===== src/rtl/cp0_core.sv =====
// rtl/cp0_core.sv - coprocessor-0 state, exception/ERET bookkeeping, timer, interrupts and TLB register path
module cp0_core #(
  parameter int TLBNUM    = 16,
  parameter int IDXW      = 4,
  parameter int TIMER_DIV = 2
) (
  input  logic            clk,
  input  logic            reset,
  input  logic [5:0]      ext_int,
  input  logic            ex_valid,
  input  logic [4:0]      ex_code,
  input  logic            ex_bd,
  input  logic [31:0]     ex_pc,
  input  logic [31:0]     ex_badvaddr,
  input  logic            ex_refill,
  input  logic            eret,
  input  logic            mtc0_we,
  input  logic [7:0]      cp0_addr,
  input  logic [31:0]     cp0_wdata,
  output logic [31:0]     cp0_rdata,
  input  logic            tlbp,
  input  logic            tlbp_found,
  input  logic [IDXW-1:0] tlbp_index,
  input  logic            tlbr,
  input  logic            tlbwi,
  input  logic            tlbwr,
  input  logic [77:0]     r_entry,
  output logic [IDXW-1:0] r_index,
  output logic            w_we,
  output logic [IDXW-1:0] w_index,
  output logic [77:0]     w_entry,
  output logic [26:0]     entryhi_out,
  output logic            has_int,
  output logic [31:0]     ex_target
);
  localparam int DIVW = (TIMER_DIV > 1) ? $clog2(TIMER_DIV) : 1;

  localparam logic [7:0] A_INDEX    = 8'h00;
  localparam logic [7:0] A_RANDOM   = 8'h08;
  localparam logic [7:0] A_ENTRYLO0 = 8'h10;
  localparam logic [7:0] A_ENTRYLO1 = 8'h18;
  localparam logic [7:0] A_WIRED    = 8'h30;
  localparam logic [7:0] A_BADVADDR = 8'h40;
  localparam logic [7:0] A_COUNT    = 8'h48;
  localparam logic [7:0] A_ENTRYHI  = 8'h50;
  localparam logic [7:0] A_COMPARE  = 8'h58;
  localparam logic [7:0] A_STATUS   = 8'h60;
  localparam logic [7:0] A_CAUSE    = 8'h68;
  localparam logic [7:0] A_EPC      = 8'h70;

  logic [7:0]      im;
  logic            exl, ie;
  logic            bd, ti;
  logic [7:2]      ip_hw;
  logic [1:0]      ip_sw;
  logic [4:0]      exc_code;
  logic [31:0]     count, compare, epc, badvaddr;
  logic [DIVW-1:0] div_cnt;
  logic [IDXW-1:0] random, index;
  logic            index_p;
  logic [18:0]     vpn2;
  logic [7:0]      asid;
  logic [29:0]     lo0, lo1;

  // An exception swallows every other strobe; ERET and TLB reads outrank MTC0.
  logic do_eret, do_tlbp, do_tlbr, do_mtc0;
  assign do_eret = eret & ~ex_valid;
  assign do_tlbp = tlbp & ~ex_valid;
  assign do_tlbr = tlbr & ~ex_valid;
  assign do_mtc0 = mtc0_we & ~ex_valid & ~eret & ~tlbp & ~tlbr;

  logic wr_index, wr_lo0, wr_lo1, wr_wired, wr_count, wr_entryhi;
  logic wr_compare, wr_status, wr_cause, wr_epc;
  assign wr_index   = do_mtc0 && (cp0_addr == A_INDEX);
  assign wr_lo0     = do_mtc0 && (cp0_addr == A_ENTRYLO0);
  assign wr_lo1     = do_mtc0 && (cp0_addr == A_ENTRYLO1);
  assign wr_wired   = do_mtc0 && (cp0_addr == A_WIRED);
  assign wr_count   = do_mtc0 && (cp0_addr == A_COUNT);
  assign wr_entryhi = do_mtc0 && (cp0_addr == A_ENTRYHI);
  assign wr_compare = do_mtc0 && (cp0_addr == A_COMPARE);
  assign wr_status  = do_mtc0 && (cp0_addr == A_STATUS);
  assign wr_cause   = do_mtc0 && (cp0_addr == A_CAUSE);
  assign wr_epc     = do_mtc0 && (cp0_addr == A_EPC);

  logic code_tlb, code_bad;
  assign code_tlb = (ex_code == 5'd1) | (ex_code == 5'd2) | (ex_code == 5'd3);
  assign code_bad = code_tlb | (ex_code == 5'd4) | (ex_code == 5'd5);

  // TI compares against the Count value being loaded, so it rises together with the match.
  logic        div_wrap, ti_next;
  logic [31:0] count_next;
  assign div_wrap   = (div_cnt == DIVW'(TIMER_DIV - 1));
  assign count_next = wr_count ? cp0_wdata : (div_wrap ? count + 32'd1 : count);
  assign ti_next    = wr_compare ? 1'b0 : (ti | (count_next == compare));

  always_ff @(posedge clk) begin
    if (reset) begin
      im <= '0; exl <= 1'b0; ie <= 1'b0;
      bd <= 1'b0; ti <= 1'b0; ip_hw <= '0; ip_sw <= '0; exc_code <= '0;
      count <= '0; compare <= 32'hFFFF_FFFF; epc <= '0; badvaddr <= '0;
      div_cnt <= '0; random <= IDXW'(TLBNUM - 1);
      index <= '0; index_p <= 1'b0;
      vpn2 <= '0; asid <= '0; lo0 <= '0; lo1 <= '0;
    end else begin
      div_cnt <= (wr_count || div_wrap) ? '0 : div_cnt + DIVW'(1);
      count   <= count_next;
      ti      <= ti_next;
      ip_hw   <= {ext_int[5] | ti_next, ext_int[4:0]};
      if (wr_compare) compare <= cp0_wdata;
      random  <= wr_wired ? IDXW'(TLBNUM - 1) : random - IDXW'(1);

      if (ex_valid) exl <= 1'b1;
      else if (do_eret) exl <= 1'b0;
      else if (wr_status) exl <= cp0_wdata[1];
      if (wr_status) begin
        im <= cp0_wdata[15:8];
        ie <= cp0_wdata[0];
      end

      if (ex_valid) begin
        exc_code <= ex_code;
        if (!exl) begin
          bd  <= ex_bd;
          epc <= ex_bd ? ex_pc - 32'd4 : ex_pc;
        end
        if (code_bad) badvaddr <= ex_badvaddr;
      end else if (wr_epc) begin
        epc <= cp0_wdata;
      end
      if (wr_cause) ip_sw <= cp0_wdata[9:8];

      if (ex_valid && code_tlb) begin
        vpn2 <= ex_badvaddr[31:13];
      end else if (do_tlbr) begin
        vpn2 <= r_entry[77:59];
        asid <= r_entry[58:51];
      end else if (wr_entryhi) begin
        vpn2 <= cp0_wdata[31:13];
        asid <= cp0_wdata[7:0];
      end

      if (do_tlbr) begin
        lo0 <= {4'b0, r_entry[49:25], r_entry[50]};
        lo1 <= {4'b0, r_entry[24:0], r_entry[50]};
      end else begin
        if (wr_lo0) lo0 <= cp0_wdata[29:0];
        if (wr_lo1) lo1 <= cp0_wdata[29:0];
      end

      if (do_tlbp) begin
        index_p <= ~tlbp_found;
        if (tlbp_found) index <= tlbp_index;
      end else if (wr_index) begin
        index_p <= 1'b0;
        index   <= cp0_wdata[IDXW-1:0];
      end
    end
  end

  always_comb begin
    cp0_rdata = '0;
    case (cp0_addr)
      A_INDEX:    cp0_rdata = {index_p, {(31-IDXW){1'b0}}, index};
      A_RANDOM:   cp0_rdata = {{(32-IDXW){1'b0}}, random};
      A_ENTRYLO0: cp0_rdata = {2'b0, lo0};
      A_ENTRYLO1: cp0_rdata = {2'b0, lo1};
      A_BADVADDR: cp0_rdata = badvaddr;
      A_COUNT:    cp0_rdata = count;
      A_ENTRYHI:  cp0_rdata = {vpn2, 5'b0, asid};
      A_COMPARE:  cp0_rdata = compare;
      A_STATUS:   cp0_rdata = {9'b0, 1'b1, 6'b0, im, 6'b0, exl, ie};
      A_CAUSE:    cp0_rdata = {bd, ti, 14'b0, ip_hw, ip_sw, 1'b0, exc_code, 2'b0};
      A_EPC:      cp0_rdata = epc;
      default:    cp0_rdata = '0;
    endcase
  end

  always_comb begin
    ex_target = '0;
    if (ex_valid) ex_target = (ex_refill && !exl) ? 32'hBFC0_0200 : 32'hBFC0_0380;
    else if (eret) ex_target = epc;
  end

  assign has_int     = (|({ip_hw, ip_sw} & im)) & ie & ~exl;
  assign r_index     = index;
  assign w_we        = (tlbwi | tlbwr) & ~ex_valid;
  assign w_index     = tlbwr ? random : index;
  assign entryhi_out = {vpn2, asid};
  assign w_entry     = {vpn2, asid, lo0[0] & lo1[0], lo0[25:6], lo0[5:3], lo0[2], lo0[1],
                        lo1[25:6], lo1[5:3], lo1[2], lo1[1]};
endmodule

===== config.mk =====
export PLATFORM = sky130hd
export DESIGN_NAME = cp0_core
export DESIGN_NICKNAME = d
export VERILOG_FILES = /design/src/rtl/cp0_core.sv
export SDC_FILE = /design/constraint.sdc
export NUM_CORES = 1
export LEC_CHECK = 0
export BUFFER_PORTS_ARGS = -buffer_cell sky130_fd_sc_hd__clkbuf_2
export CAP_MARGIN = 10
export CORE_MARGIN = 3
export CORE_UTILIZATION = 53
export DETAILED_ROUTE_END_ITERATION = 8
export PLACE_DENSITY_LB_ADDON = 0.1
export RECOVER_POWER = 50
export SETUP_SLACK_MARGIN = 0.2
export SKIP_LAST_GASP = 1
export SYNTH_ARGS = -nofsm -noshare
export SYNTH_HDL_FRONTEND = slang
export SYNTH_SLANG_ARGS = --single-unit

===== constraint.sdc =====
create_clock -name clk -period 3.5 [get_ports clk]
set_input_delay 0.525 -clock clk [delete_from_list [all_inputs] [get_ports clk]]
set_output_delay 0.525 -clock clk [all_outputs]
set_load 0.02 [all_outputs]

==> results.py <==
metrics = {
    "status": {
        "status": "finished, violations left",
        "violations": "design-rule violations, max-capacitance violations, max-slew violations",
    },
    "pwr": {
        "p_leak_nw": 7.25,
        "switching_share_pct": 28.2,
        "pwr-share-clk_pct": 46.2,
        "p_comb_share_pct": 12.4,
        "power_w": 0.00750,
        "power.switching_w": 0.00211,
        "seqPwrFrac_pct": 41.4,
        "power_density_nw_per_um2": 440,
        "vdd_ir_drop_max_mv": 0.399,
        "cellInternalPower_w": 0.00539,
    },
    "synthesis": {
        "synthFlopType": "dfxtp_1",
        "syn_nets": 2061,
        "synth_compound_area_share_pct": 21.6,
        "yosysTopAreaCellShare_pct": 34.6,
        "yosysMostFrequentCell": "dfxtp_1",
        "synth_top_family_by_area": "simple AND/OR/NAND/NOR gates",
        "synth_cell_type_count": 74,
        "synth_seq_cells": 250,
        "synth.area.top_cells": "dfxtp_1 35%, nand2_1 6.4%, nor2_1 6.1%",
        "ys_seq_area_share_pct": 34.6,
        "netlist_instances": 1849,
        "yosysWarnings": 0,
        "synth-edff-count": 0,
        "yosys.area_share.adder_pct": 0.259,
        "ys_top_cells_by_count": "250 x dfxtp_1, 247 x nand2_1, 236 x nor2_1",
        "avgSynthCellArea_um2": 7.83,
        "muxShareOfSynthArea_pct": 6.00,
        "synthArstFlopShare_pct": 0,
        "synth_area_leader_cell": "dfxtp_1",
        "synth_xor_area_share_pct": 5.05,
        "syn_area_um2": 14500,
        "yosys.area_share.simple_pct": 23.6,
    },
    "detailed_routing": {
        "ant_nets": 0,
        "routed_wl_mm": 63.8,
        "vias": 15842,
        "drtIter0Drc": 2374,
        "drtPass1Iterations": 9,
        "drc": 5,
        "wire_per_inst_um": 26.2,
        "viasPerCell": 6.51,
    },
    "hold_path": {
        "hp-start": "ex_badvaddr[11]",
        "holdPathEnd": "badvaddr[11]",
        "whs_path_depth": 3,
        "hp-class": "in2reg",
    },
    "job": {
        "maxCapViolCount": 4,
    },
    "timing": {
        "max-slew-margin-rel_pct": -56.2,
        "worst_slack_ns": 0.343,
        "tns_ns": 0,
        "finalCriticalPeriod_ns": 3.16,
        "tightest_slew_ns": 2.33,
        "hold_viol_final": 0,
        "rsz0062_at_grt": "no",
        "max_freq_ghz": 0.317,
        "fin_crit_sh_pct": 90.2,
        "setup_viol": 0,
        "slew_violations": 132,
        "finalClockSkew_ns": 0.0164,
    },
    "critical_path": {
        "slowest_delay_ns": 0.57,
        "critical_path.slowest_cell": "nor4b_1",
        "reg2reg_to": "ip_hw[7]",
        "critPathRequiredTime_ns": 2.97,
        "r2r_start": "count[6]",
        "regToRegSetupSlack_ns": 0.41,
        "path_class": "in2out",
        "worstPathArrival_ns": 2.63,
        "setup.worst_path.start_class": "input port",
        "crit_chain": "clkbuf_2, nor4b_1, buf_4, nand2_1, nor2_2, buf_12, a22o_1, a221oi_1, nand3_1, clkbuf_2",
        "worst_r2r_path_depth": 9,
        "crit_fanout": 31,
        "critPathCaptureType": "primary output",
        "path_common_cell": "clkbuf_2",
    },
    "clocking": {
        "htree_levels": 1,
        "clk_path_buf_depth": 3,
        "clock_sink_count": 250,
        "cts_setup_buffers": 0,
        "clockRootBuffer": "clkbuf_16",
        "cts_hold_repair.buffers": 0,
        "clk_pin_slew_worst_paths_ns": 0.06,
        "clkLatencyLatePin_ns": 0.58,
        "numCtsBuffers": 30,
        "cts_resized": 0,
        "cts_tree": "yes",
    },
    "floorplanning": {
        "rows": 59,
        "die_h_um": 171,
        "core-area_um2": 26400,
        "die_w_um": 171,
        "fp.dieArea_um2": 29300,
        "start_util_pct": 54.8,
        "io_pins": 388,
    },
    "placement": {
        "gp_congestion": 1.02,
        "dpl_worst_slack_ns": 0.424,
        "numPortBuffers": 387,
        "hpwl_mm": 46.1,
    },
    "finish": {
        "nets": 2288,
        "area_growth_pct": 17.8,
        "drive_gt1_share_pct": 19.3,
        "fillers": 2421,
    },
    "global_routing": {
        "gr-total-overflow": 0,
        "grt_pass1_wl_mm": 93.3,
        "grt_max_degree": 132,
        "grt.total_usage_pct": 41.8,
        "antenna_found_initial": 3,
        "first_global_vias": 14617,
    },
}
==> metal layers <==
metal	part of all wire [%]	vias to the layer above	track usage, %
li1	-	7010	-
met1	41	7478	60.0
met2	43	1184	61.7
met3	13	166	10.0
met4	4.0	4	13.9
met5	0.042	-	0
==> sequential cells by signal (all words and copies together) (netlist names), 19 cells and up <==
register and cells:
badvaddr 32, compare 32, count 32, epc 32, lo0 30, lo1 30
vpn2 19
==> kinds of logic (layout without fill, tap and decap cells) <==
kind of cell | after synthesis | after routing
adder cells (fa/ha/maj) | 3 | 3
XOR/XNOR | 82 | 82
buffers and inverters | 260 | 510
other | 0 | 1
AO/OA/AOI/OAI | 436 | 436
flip-flops | 250 | 250
multiplexers | 86 | 86
AND/OR/NAND/NOR | 732 | 732
==> critical path: cells and delay by family <==
family,cells,cell delay [ns]
and+or+nand+nor,4,1.02
buffers and inverters,4,0.82
AOI/OAI and AO/OA,2,0.21
==> cells in the final DEF, fill, tap and decap left out, drive strengths merged, types with 10 or more instances in the layout <==
master	count
clkbuf	427
a311oi	11
nand4	25
a222oi	26
mux2i	80
nand2	247
a211oi	99
nor3	30
nand2b	10
nor4	17
a22o	16
o21ai	12
a21o	14
dfxtp	250
a221oi	35
or4	11
a22oi	57
o211ai	13
nor2	237
inv	23
xnor2	39
xor2	42
buf	42
nor2b	15
nand3	74
a21oi	114
and2	26
==> how the worst max path moves through the flow <==
stage	end	slack, ns	from
floorplan	cp0_rdata[16]	0.60	cp0_addr[1]
global placement	ip_hw[7]	0.44	cp0_addr[1]
detailed placement	ip_hw[7]	0.42	cp0_addr[1]
CTS	cp0_rdata[15]	0.48	cp0_addr[1]
global route	ip_hw[7]	0.26	count[16]
finish	cp0_rdata[15]	0.34	cp0_addr[1]
==> cell type report <==
class                   instances  area, µm²  share of cell area (%)
clock buffers                  37        827                    4.85
well taps                     335        419                    2.46
multi-input cells            1339       8220                    48.2
clock inverters                18        278                    1.63
flip-flops and latches        250       5000                    29.3
inverters                      23       86.3                   0.506
diodes                          1       2.50                  0.0147
repair buffers                432       2220                    13.0
==> power by group through the flow <==
stage / Sequential (W) / Combinational [W] / Clock, W
6_report: 0.00310 / 0.000930 / 0.00347
3_5_place_dp: 0.00316 / 0.000930 / 0
3_3_place_gp: 0.00316 / 0.000921 / 0
2_1_floorplan: 0.00311 / 0.000575 / 0
4_1_cts: 0.00310 / 0.000935 / 0.00347
5_1_grt: 0.00311 / 0.000992 / 0.00359
==> per-stage QoR <==
stage               hold WS, ns  cell area, µm²  utilization (%)  instances
floorplan                 0.392           14500                -       1849
global placement          0.442           16100             61.1       2379
detailed placement        0.447           16100             61.1       2379
CTS                       0.157           17300             65.3       2434
global route              0.179           17100             64.6       2434
finish                    0.170           17100             64.6       2435
Power figures use the tool's default switching activity.
